File: src/rtl/rsp_queue.sv
// rsp_queue: queues captured ALU results and sends them one at a time to the UART.
// A trmt/tx_done handshake paces the transfers, with a programmable idle gap after each one.
module rsp_queue #(
  parameter int DATA_W    = 14,
  parameter int RSP_W     = 16,
  parameter int DEPTH     = 4,
  parameter int EDGE_MODE = 1,
  parameter int GAP_CYC   = 8
)(
  input  logic                         clk,
  input  logic                         rst,
  input  logic                         snd_rsp,
  input  logic [DATA_W-1:0]            rsp_src,
  input  logic                         tx_done,
  input  logic                         clr_ovfl,
  output logic                         trmt,
  output logic [RSP_W-1:0]             tx_data,
  output logic [$clog2(DEPTH+1)-1:0]   count,
  output logic                         full,
  output logic                         empty,
  output logic                         ovfl
);
  localparam int AW = $clog2(DEPTH);
  localparam int CW = $clog2(DEPTH+1);
  localparam int GW = GAP_CYC > 2 ? $clog2(GAP_CYC) : 1;
  localparam int GAP_LD = GAP_CYC > 0 ? GAP_CYC - 1 : 0;

  typedef enum logic [1:0] {IDLE, SEND, WAIT, GAP} state_t;
  state_t state, nxt;

  logic [RSP_W-1:0] mem [DEPTH];
  logic [AW-1:0]    wr_ptr, rd_ptr;
  logic [GW-1:0]    gap_cnt;
  logic             snd_q, cap, push, pop, drop, ld;

  assign cap   = EDGE_MODE != 0 ? snd_rsp & ~snd_q : snd_rsp;
  assign pop   = state == SEND;
  // a full queue still accepts a push when the head leaves in the same cycle
  assign push  = cap & (~full | pop);
  assign drop  = cap & full & ~pop;
  assign full  = count == CW'(DEPTH);
  assign empty = count == '0;
  assign trmt  = state == SEND;
  assign ld    = nxt == SEND;

  always_comb begin
    nxt = state == IDLE ? (empty ? IDLE : SEND)
        : state == SEND ? WAIT
        : state == WAIT ? (tx_done ? (GAP_CYC > 0 ? GAP : IDLE) : WAIT)
        : gap_cnt != '0 ? GAP : empty ? IDLE : SEND;
  end

  always_ff @(posedge clk or posedge rst) begin
    if (rst) begin
      state   <= IDLE;
      wr_ptr  <= '0;
      rd_ptr  <= '0;
      count   <= '0;
      ovfl    <= 1'b0;
      tx_data <= '0;
      gap_cnt <= '0;
      snd_q   <= 1'b0;
    end else begin
      state   <= nxt;
      snd_q   <= snd_rsp;
      wr_ptr  <= push ? wr_ptr + 1'b1 : wr_ptr;
      rd_ptr  <= pop ? rd_ptr + 1'b1 : rd_ptr;
      count   <= count + CW'(push) - CW'(pop);
      ovfl    <= drop | (ovfl & ~clr_ovfl);
      tx_data <= ld ? mem[rd_ptr] : tx_data;
      gap_cnt <= (state == WAIT && tx_done) ? GW'(GAP_LD)
               : (state == GAP && gap_cnt != '0) ? gap_cnt - 1'b1 : gap_cnt;
    end
  end

  // storage needs no reset: the pointers and count define which entries are valid
  always_ff @(posedge clk) begin
    if (push) mem[wr_ptr] <= RSP_W'(rsp_src);
  end
endmodule

File: config.mk
export PLATFORM = sky130hd
export DESIGN_NAME = rsp_queue
export DESIGN_NICKNAME = d
export VERILOG_FILES = /design/src/rtl/rsp_queue.sv
export SDC_FILE = /design/constraint.sdc
export NUM_CORES = 1
export LEC_CHECK = 0
export ABC_AREA = 1
export BUFFER_PORTS_ARGS = -buffer_cell sky130_fd_sc_hd__buf_4
export CAP_MARGIN = 25
export CELL_PAD_IN_SITES_DETAIL_PLACEMENT = 0
export CELL_PAD_IN_SITES_GLOBAL_PLACEMENT = 1
export CORE_MARGIN = 4
export CORE_UTILIZATION = 45
export DETAILED_ROUTE_END_ITERATION = 8
export PLACE_DENSITY = 0.87
export SKIP_CTS_REPAIR_TIMING = 1
export SLEW_MARGIN = 5
export SYNTH_ARGS = -nofsm -noshare
export SYNTH_HDL_FRONTEND = slang
export SYNTH_SLANG_ARGS = --single-unit
File: constraint.sdc
create_clock -name clk -period 2.55 [get_ports clk]
set_input_delay 0.255 -clock clk [delete_from_list [all_inputs] [get_ports clk]]
set_output_delay 0.255 -clock clk [all_outputs]
set_load 0.005 [all_outputs]
== Word level (Yosys, flattened, before mapping) ==
Memories as Yosys holds them, arrays and structs flattened. A register that Yosys moved wholly into a read port is not among the register bits.
Index checks and enable logic that the tools add are counted.

* Memories kept: 1
* Memory bits (writable): 56
* Input bits: 19
* Bits in registers: 30
* Latch bits: 0
* Memory bits (read-only): 0
* Output and inout bits: 23

* Reductions and logical operators: 6
* Order comparisons: 0
* Div/mod/pow operators: 0
* Multiplexer cells: 10
* Eq/ne operators: 5
* Multipliers: 0
* Shift operators: 0
* Add/sub/neg operators: 5
* Bitwise operators: 11

{| class="wikitable"
|+ Memories
! memory !! depth !! bits a word !! read ports !! clocked after Yosys merged registers in !! write ports !! line !! source
|-
| mem || 4 || 14 || 1 || 1 || 1 || 31 || <nowiki>logic [RSP_W-1:0] mem [DEPTH];</nowiki>
|}

{| class="wikitable"
|+ Operator list
! operator !! count
|-
| two-way mux 2 bit || 4
|-
| two-way mux 3 bit || 2
|-
| bitwise AND 1 bit || 5
|-
| adder 2 x 1 -> 2 bit (second input constant) || 2
|-
| equality test 2 x 1 -> 1 bit (second input constant) || 2
|-
| equality test 2 bit (second input constant) || 2
|-
| two-way mux 1 bit || 4
|-
| inverter 1 bit || 4
|-
| adder 3 x 1 -> 3 bit || 1
|-
| equality test 3 bit (second input constant) || 1
|-
| zero test 3 bit || 1
|-
| nonzero test 3 bit || 1
|-
| subtractor 3 x 1 -> 3 bit || 1
|-
| subtractor 3 x 1 -> 3 bit (second input constant) || 1
|-
| logical AND 1 bit || 2
|-
| zero test 2 bit || 1
|-
| OR 1 bit || 2
|-
| nonzero test 2 bit || 1
|}

== Longest topological paths before layout ==
Gate-level depths: netlist (run 1).

* Depth in word-level cells: 7
* Mapped depth: 10
* Gate-level depth less buffers: 10

== Least setup slack after synthesis (run 1) ==
No wires, ideal clock.

* Path type: reg2reg
* From: register count[1]
* To: register count[2]
* Setup time: 0.122 ns
* Stages on the path, launching flop included: 11
* Data required time: 2.428 ns
* Path buffers: 0
* Arrival time: 1.794 ns
* Slack: 0.634 ns
* Cells stage by stage: dfrtp_1 > inv_1 > nand2_1 > nor2_1 > nand2_1 > nand2_2 > xor2_1 > ha_1 > inv_1 > fa_1 > xor2_1

* Word-level cells in the longest chain between the ends: 6

{| class="wikitable"
|+ Ends and longest elaborated chain
! item !! line !! source
|-
| start, declared || 18 || <nowiki>output logic [$clog2(DEPTH+1)-1:0] count,</nowiki>
|-
| start signal, assigned || 68 || <nowiki>count <= count + CW'(push) - CW'(pop);</nowiki>
|-
| equality test 3 bit || 41 || <nowiki>assign full = count == CW'(DEPTH);</nowiki>
|-
| via full || 19 || <nowiki>output logic full,</nowiki>
|-
| inverter 1 bit || 39 || <nowiki>assign push = cap & (~full | pop);</nowiki>
|-
| OR 1 bit || 39 ||
|-
| bitwise AND 1 bit || 39 ||
|-
| adder 3 x 1 -> 3 bit || 68 ||
|-
| subtractor 3 x 1 -> 3 bit || 68 ||
|}

The timed path passes the listed nets, and every way through them passes these cells.
A chain may end at the register's enable or synchronous reset.

== Final worst setup path (run 1) ==
* From: register count[1]
* To: register count[2]

* Word-level cells in the longest chain between the ends: 6

{| class="wikitable"
|+ Ends and longest elaborated chain
! item !! line
|-
| equality test 3 bit || 41
|-
| inverter 1 bit || 39
|-
| OR 1 bit || 39
|-
| bitwise AND 1 bit || 39
|-
| adder 3 x 1 -> 3 bit (*) || 68
|-
| subtractor 3 x 1 -> 3 bit (*) || 68
|}

Every way passes the cells marked *; elsewhere a longest branch is shown, timed or not.

==> results of run 1 <==
path summary, 6_finish.rpt:
kind                         endpoint  slack [ns]       start  cells after the start
hold / removal                   ovfl        0.07    clr_ovfl                      2
setup / recovery             count[2]        0.52    count[1]                     10
max in group asynchronous  tx_data[4]        1.77         rst                      4
min in group asynchronous  tx_data[5]        0.52         rst                      4
hold reg to reg            tx_data[1]        0.49  tx_data[1]                      2
setup reg to reg             count[2]        0.52    count[1]                     10
routing by layer:
layer / part of all wire [%] / routed length (um) / global-route usage (%)
met2: 50 / 3470 / 24.9
met3: 5.5 / 384 / 4.00
met4: 1.8 / 124 / 5.67
met5: 0 / 0 / 0
met1: 43 / 3030 / 19.1
layout make-up:
| cell class | count | area share [%] |
|---|---|---|
| Timing Repair Buffer | 49 | 8.54 |
| Tap cell | 102 | 2.92 |
| Inverter | 80 | 6.88 |
| Multi-Input combinational cell | 195 | 22.4 |
| Clock inverter | 7 | 1.89 |
| Sequential cell | 84 | 54.6 |
| Clock buffer | 9 | 2.84 |
flip-flops by register name (all words and copies together), names as in the netlist:
name     flops
mem         56
rd_ptr       2
count        3
tx_data     14
snd_q        1
gap_cnt      3
ovfl         1
state        2
wr_ptr       2
power by group:
group,switching [mW],internal [mW],leakage (nW)
registers,0.147,1.75,0.846
logic,1.01,0.600,1.19
clock network,0.501,0.469,0.104
cell usage after synthesis, types with 2 or more instances:
master    count
buf_4         3
buf_2         8
nor2_1       11
xor2_1        4
nand2_1     111
ha_1          7
inv_2         2
nand4_1      14
nand2_2       3
nand3_4       2
dfrtp_1      28
nand3_2       2
nand3_1      32
inv_1        78
edfxtp_1     56
clkbuf_1      3
worst max-delay path, delay by kind of cell, from the launching register on:
kind	cells	cell delay, ns
xor gates and xnor gates	2	0.34
adders and majority gates	2	0.54
buffers and inverters	2	0.14
and+or+nand+nor	4	0.48
DFF	1	0.44
per-stage QoR:
| stage | power [mW] | worst slack (ns) |
|---|---|---|
| after floorplan | 3.00 | 0.634 |
| final | 4.48 | 0.519 |
| after detailed placement | 3.54 | 0.539 |
| after CTS | 4.52 | 0.524 |
| after global routing | 4.80 | 0.293 |
| after global placement | 3.50 | 0.625 |
kinds of logic (layout without fill, tap and decap cells):
group	Yosys count	after routing	synth area share [%]
DFF	84	84	63.7
other	1	2	0.100
and+or+nand+nor	177	177	21.2
xor gates and xnor gates	4	4	0.937
buffers and inverters	95	145	10.3
AOI/OAI and AO/OA	4	4	0.903
adders and majority gates	8	8	2.88
==> results.yml, run 1 <==
min_path:
  hp-class: "in2reg"
finish:
  design_area_sq_um: 4370
  fin_util_pct: 55.3
  stdcell_count: 526
  fillers: 669
  drive_gt1_share_pct: 17.5
  layout_common_cells: "nand2_1, inv_1, edfxtp_1"
  area_growth_pct: 16.7
  nets: 446
  final_common_cell: "nand2_1"
  seq_area_sq_um: 2380
  n_antenna_cell: 0
  multiInputGateArea_sq_um: 976
floorplanning:
  fp.dieH_um: 99.2
  coreArea_sq_um: 7890
  die_x_um: 99.2
  die_area_sq_um: 9830
  initial_utilization_pct: 47.4
  rows: 32
  ioPinCount: 42
synth:
  ys_types: 25
  ys_seq_area_share_pct: 63.7
  synthTopCellsByArea: "edfxtp_1, dfrtp_1, nand2_1"
  syn_area_per_cell_sq_um: 10.0
  synth_edf_count: 56
  syn_inst: 373
  synth_seq_cells: 84
  synthArstFlopShare_pct: 33.3
  yosys.area.top_type: "edfxtp_1"
  syn-cell-area_sq_um: 3740
  ys.flop_type: "edfxtp_1"
  yosys_warnings: 0
  synth.top_cell.area_share_pct: 45.0
timing:
  layout_min_cycle_time_ns: 2.03
  maxSlewViolCount: 0
  slew_headroom_pct: 64.7
  fin_worst_skew_ns: 0.0126
  period_share_pct: 79.6
  setup_viol: 0
  setup_tns_ns: 0
  rsz0062_at_grt: "no"
  tightest_slew_ns: 0.529
  hold_viol_final: 0
  timing.fmax_mhz: 492
  holdWs_ns: 0.0657
placement:
  io_buffers: 39
  dp_hpwl_mm: 4.63
  post_dp_cell_area_sq_um: 4140
  gp_congestion: 0.704
  dpl.cell_count: 508
global_route:
  grt_pass1_vias: 2391
  track_usage_pct: 15.1
  antenna_found_initial: 0
  overflow: 0
  grt_pass1_wl_mm: 11.5
  grt_max_degree: 30
clocking:
  cts.sinks: 84
  clk_latency_ns: 0.35
  h-tree-depth: 3
  cts-root-buf: "clkbuf_8"
  clk_pin_slew_worst_paths_ns: 0.09
  clockBufferDepth: 2
  cts_buffers: 9
  cts_tree: "built"
power_and_ir_drop:
  power_density_nw_per_um2: 1030
  irDropWorstVdd_v: 0.000467
  p_leak_nw: 2.14
routing:
  drt_iter0_drc: 88
  wl_per_cell_um: 13.3
  viasPerCell: 4.70
  drtAntennaViolNets: 0
  vias: 2474
  route.detailed.drc: 0
  route.final.wire_length_mm: 7.02
  dr.pass1.iters: 6
outcome:
  status: "finished clean"
worst_setup_path:
  worstSetupStartpointType: "flip-flop"
  arrival_ns: 2.28
  worstSetupPathType: "reg2reg"
  crit_required_ns: 2.80
  critical_path.max_fanout: 8
  cp_slowest_cell: "dfrtp_1"
  cp_cell_sequence: "inv_1, nand2_1, nor2_1, nand2_1, nand2_2, xor2_1, ha_1, inv_1, fa_1, xor2_1"
  setup.worst_path.end_class: "flip-flop"
  slowest_delay_ns: 0.44
flow_run:
  cap_violations: 0
(Power assumes the default switching activity.)
==> run 2, diff against run 1 <==
==> constraint.sdc (replaced) <==
create_clock -name clk -period 1.96 [get_ports clk]
set_input_delay 0.196 -clock clk [delete_from_list [all_inputs] [get_ports clk]]
set_output_delay 0.196 -clock clk [all_outputs]
set_load 0.005 [all_outputs]
==> results.yml, run 2 (synthesis results as in run 1) <==
placement:
  dp_hpwl_mm: 4.60
  gp_congestion: 0.741
  io_buffers: 39
  dp_slack_ns: 0.0600
finish:
  layout_common_cells: "nand2_1, inv_1, edfxtp_1"
  final_common_cell: "nand2_1"
  n_antenna_cell: 0
  largest_register: "mem"
  top_regs: "mem: 56 flops, tx_data: 14 flops"
  area_growth_pct: 17.9
  nets: 452
  largest_reg_flops: 56
  drive_gt1_share_pct: 18.8
worst_setup_path:
  cp_slowest_cell: "dfrtp_2"
  setup.worst_path.end_class: "flip-flop"
  timing.rr.start: "count[1]"
  critical_path.max_fanout: 2
  reg2reg_depth: 10
  crit_buf_inv: 2
  crit_required_ns: 2.21
  cp_cell_sequence: "inv_1, nand2_1, nor2_2, nand2_1, nand2_2, xor2_1, ha_1, inv_1, fa_1, xor2_1"
  arrival_ns: 2.07
  crit_family: "adder cells"
  rrSetupSlack_ns: 0.14
  r2r-end: "count[2]"
  worstSetupPathType: "reg2reg"
  slowest_delay_ns: 0.41
  worstSetupStartpointType: "flip-flop"
clocking:
  cts-root-buf: "clkbuf_8"
  clk_pin_slew_worst_paths_ns: 0.09
  h-tree-depth: 3
  cts_buffers: 9
  cts.sinks: 84
  clk_latency_ns: 0.35
  clockBufferDepth: 2
  cts_tree: "built"
routing:
  route.final.wire_length_mm: 7.10
  drtAntennaViolNets: 0
  vias: 2443
  drt_iter0_drc: 147
  route.detailed.drc: 0
  viasPerCell: 4.59
  dr.pass1.iters: 4
  wl_per_cell_um: 13.4
floorplanning:
  coreArea_sq_um: 7890
  ioPinCount: 42
  initial_utilization_pct: 47.4
  fp.dieH_um: 99.2
  die_area_sq_um: 9830
  rows: 32
  die_x_um: 99.2
flow_run:
  cap_violations: 0
timing:
  layout_min_cycle_time_ns: 1.82
  fin_worst_skew_ns: 0.0115
  rsz0062_at_grt: "no"
  period_share_pct: 93.0
  maxSlewViolCount: 0
  worst_slack_ns: 0.138
  timing.fmax_mhz: 549
  setup_tns_ns: 0
  setup_viol: 0
  hold_viol_final: 0
global_route:
  grt_max_degree: 30
  overflow: 0
  track_usage_pct: 15.4
  grt_pass1_vias: 2365
  use_met1_pct: 20.4
  busiest_layer: "met2"
  use_met3_pct: 4.21
  use_met2_pct: 24.5
  antenna_found_initial: 0
  grt_pass1_wl_mm: 11.7
min_path:
  hold_path_depth: 2
  hp-class: "in2reg"
  hold_end: "ovfl"
  worstHoldStart: "clr_ovfl"
power_and_ir_drop:
  p_leak_nw: 2.17
  irDropWorstVdd_v: 0.000517
  power_density_nw_per_um2: 1340
outcome:
  status: "finished clean"
-- run 2: changes by cell type in the layout (fill, tap and decap cells not counted), sizes merged --
cell / previous run / this run
buf: 47 / 53
clkbuf: 9 / 12
clkinvlp: 1 / 0
inv: 83 / 81
-- run 2: stage by stage --
stage	cells	instance area [sq um]	hold WS [ns]	util [%]	total power, mW
floorplan	374	3740	0.227	-	3.91
global placement	513	4180	0.284	53.0	4.61
detailed placement	513	4180	0.303	53.0	4.67
CTS	529	4380	-0.0875	55.5	5.94
global route	532	4410	0.000458	55.9	6.36
finish	532	4410	0.00932	55.9	5.91
-- run 2: how the worst max path moves through the flow --
| stage | cells after the start | end | slack [ns] | from |
|---|---|---|---|---|
| 2_1_floorplan | 10 | count[2] | 0.04 | count[1] |
| 3_3_place_gp | 10 | count[2] | 0.16 | count[1] |
| 3_5_place_dp | 10 | count[2] | 0.06 | count[1] |
| 4_1_cts | 10 | count[2] | 0.05 | count[1] |
| 5_1_grt | 10 | count[2] | 0.01 | count[1] |
| 6_report | 10 | count[2] | 0.14 | count[1] |
-- run 2: cell type report --
| cell class | instances | area (sq um) |
|---|---|---|
| clock buffers | 12 | 155 |
| clock inverters | 4 | 46.3 |
| fillers | 717 | 3480 |
| inverters | 80 | 300 |
| multi-input cells | 195 | 978 |
| flip-flops and latches | 84 | 2380 |
| well taps | 102 | 128 |
| repair buffers | 55 | 418 |
-- run 2: power by group --
group	switching, mW	internal, mW	total (mW)
sequential	0.191	2.28	2.47
clock	0.609	0.656	1.26
combinational	1.33	0.839	2.17
-- run 2: per-layer routing --
metal	part of all wire [%]	vias to the layer above
met5	0	-
met4	1.6	0
met3	4.1	9
met2	47	37
met1	47	1137
li1	-	1260
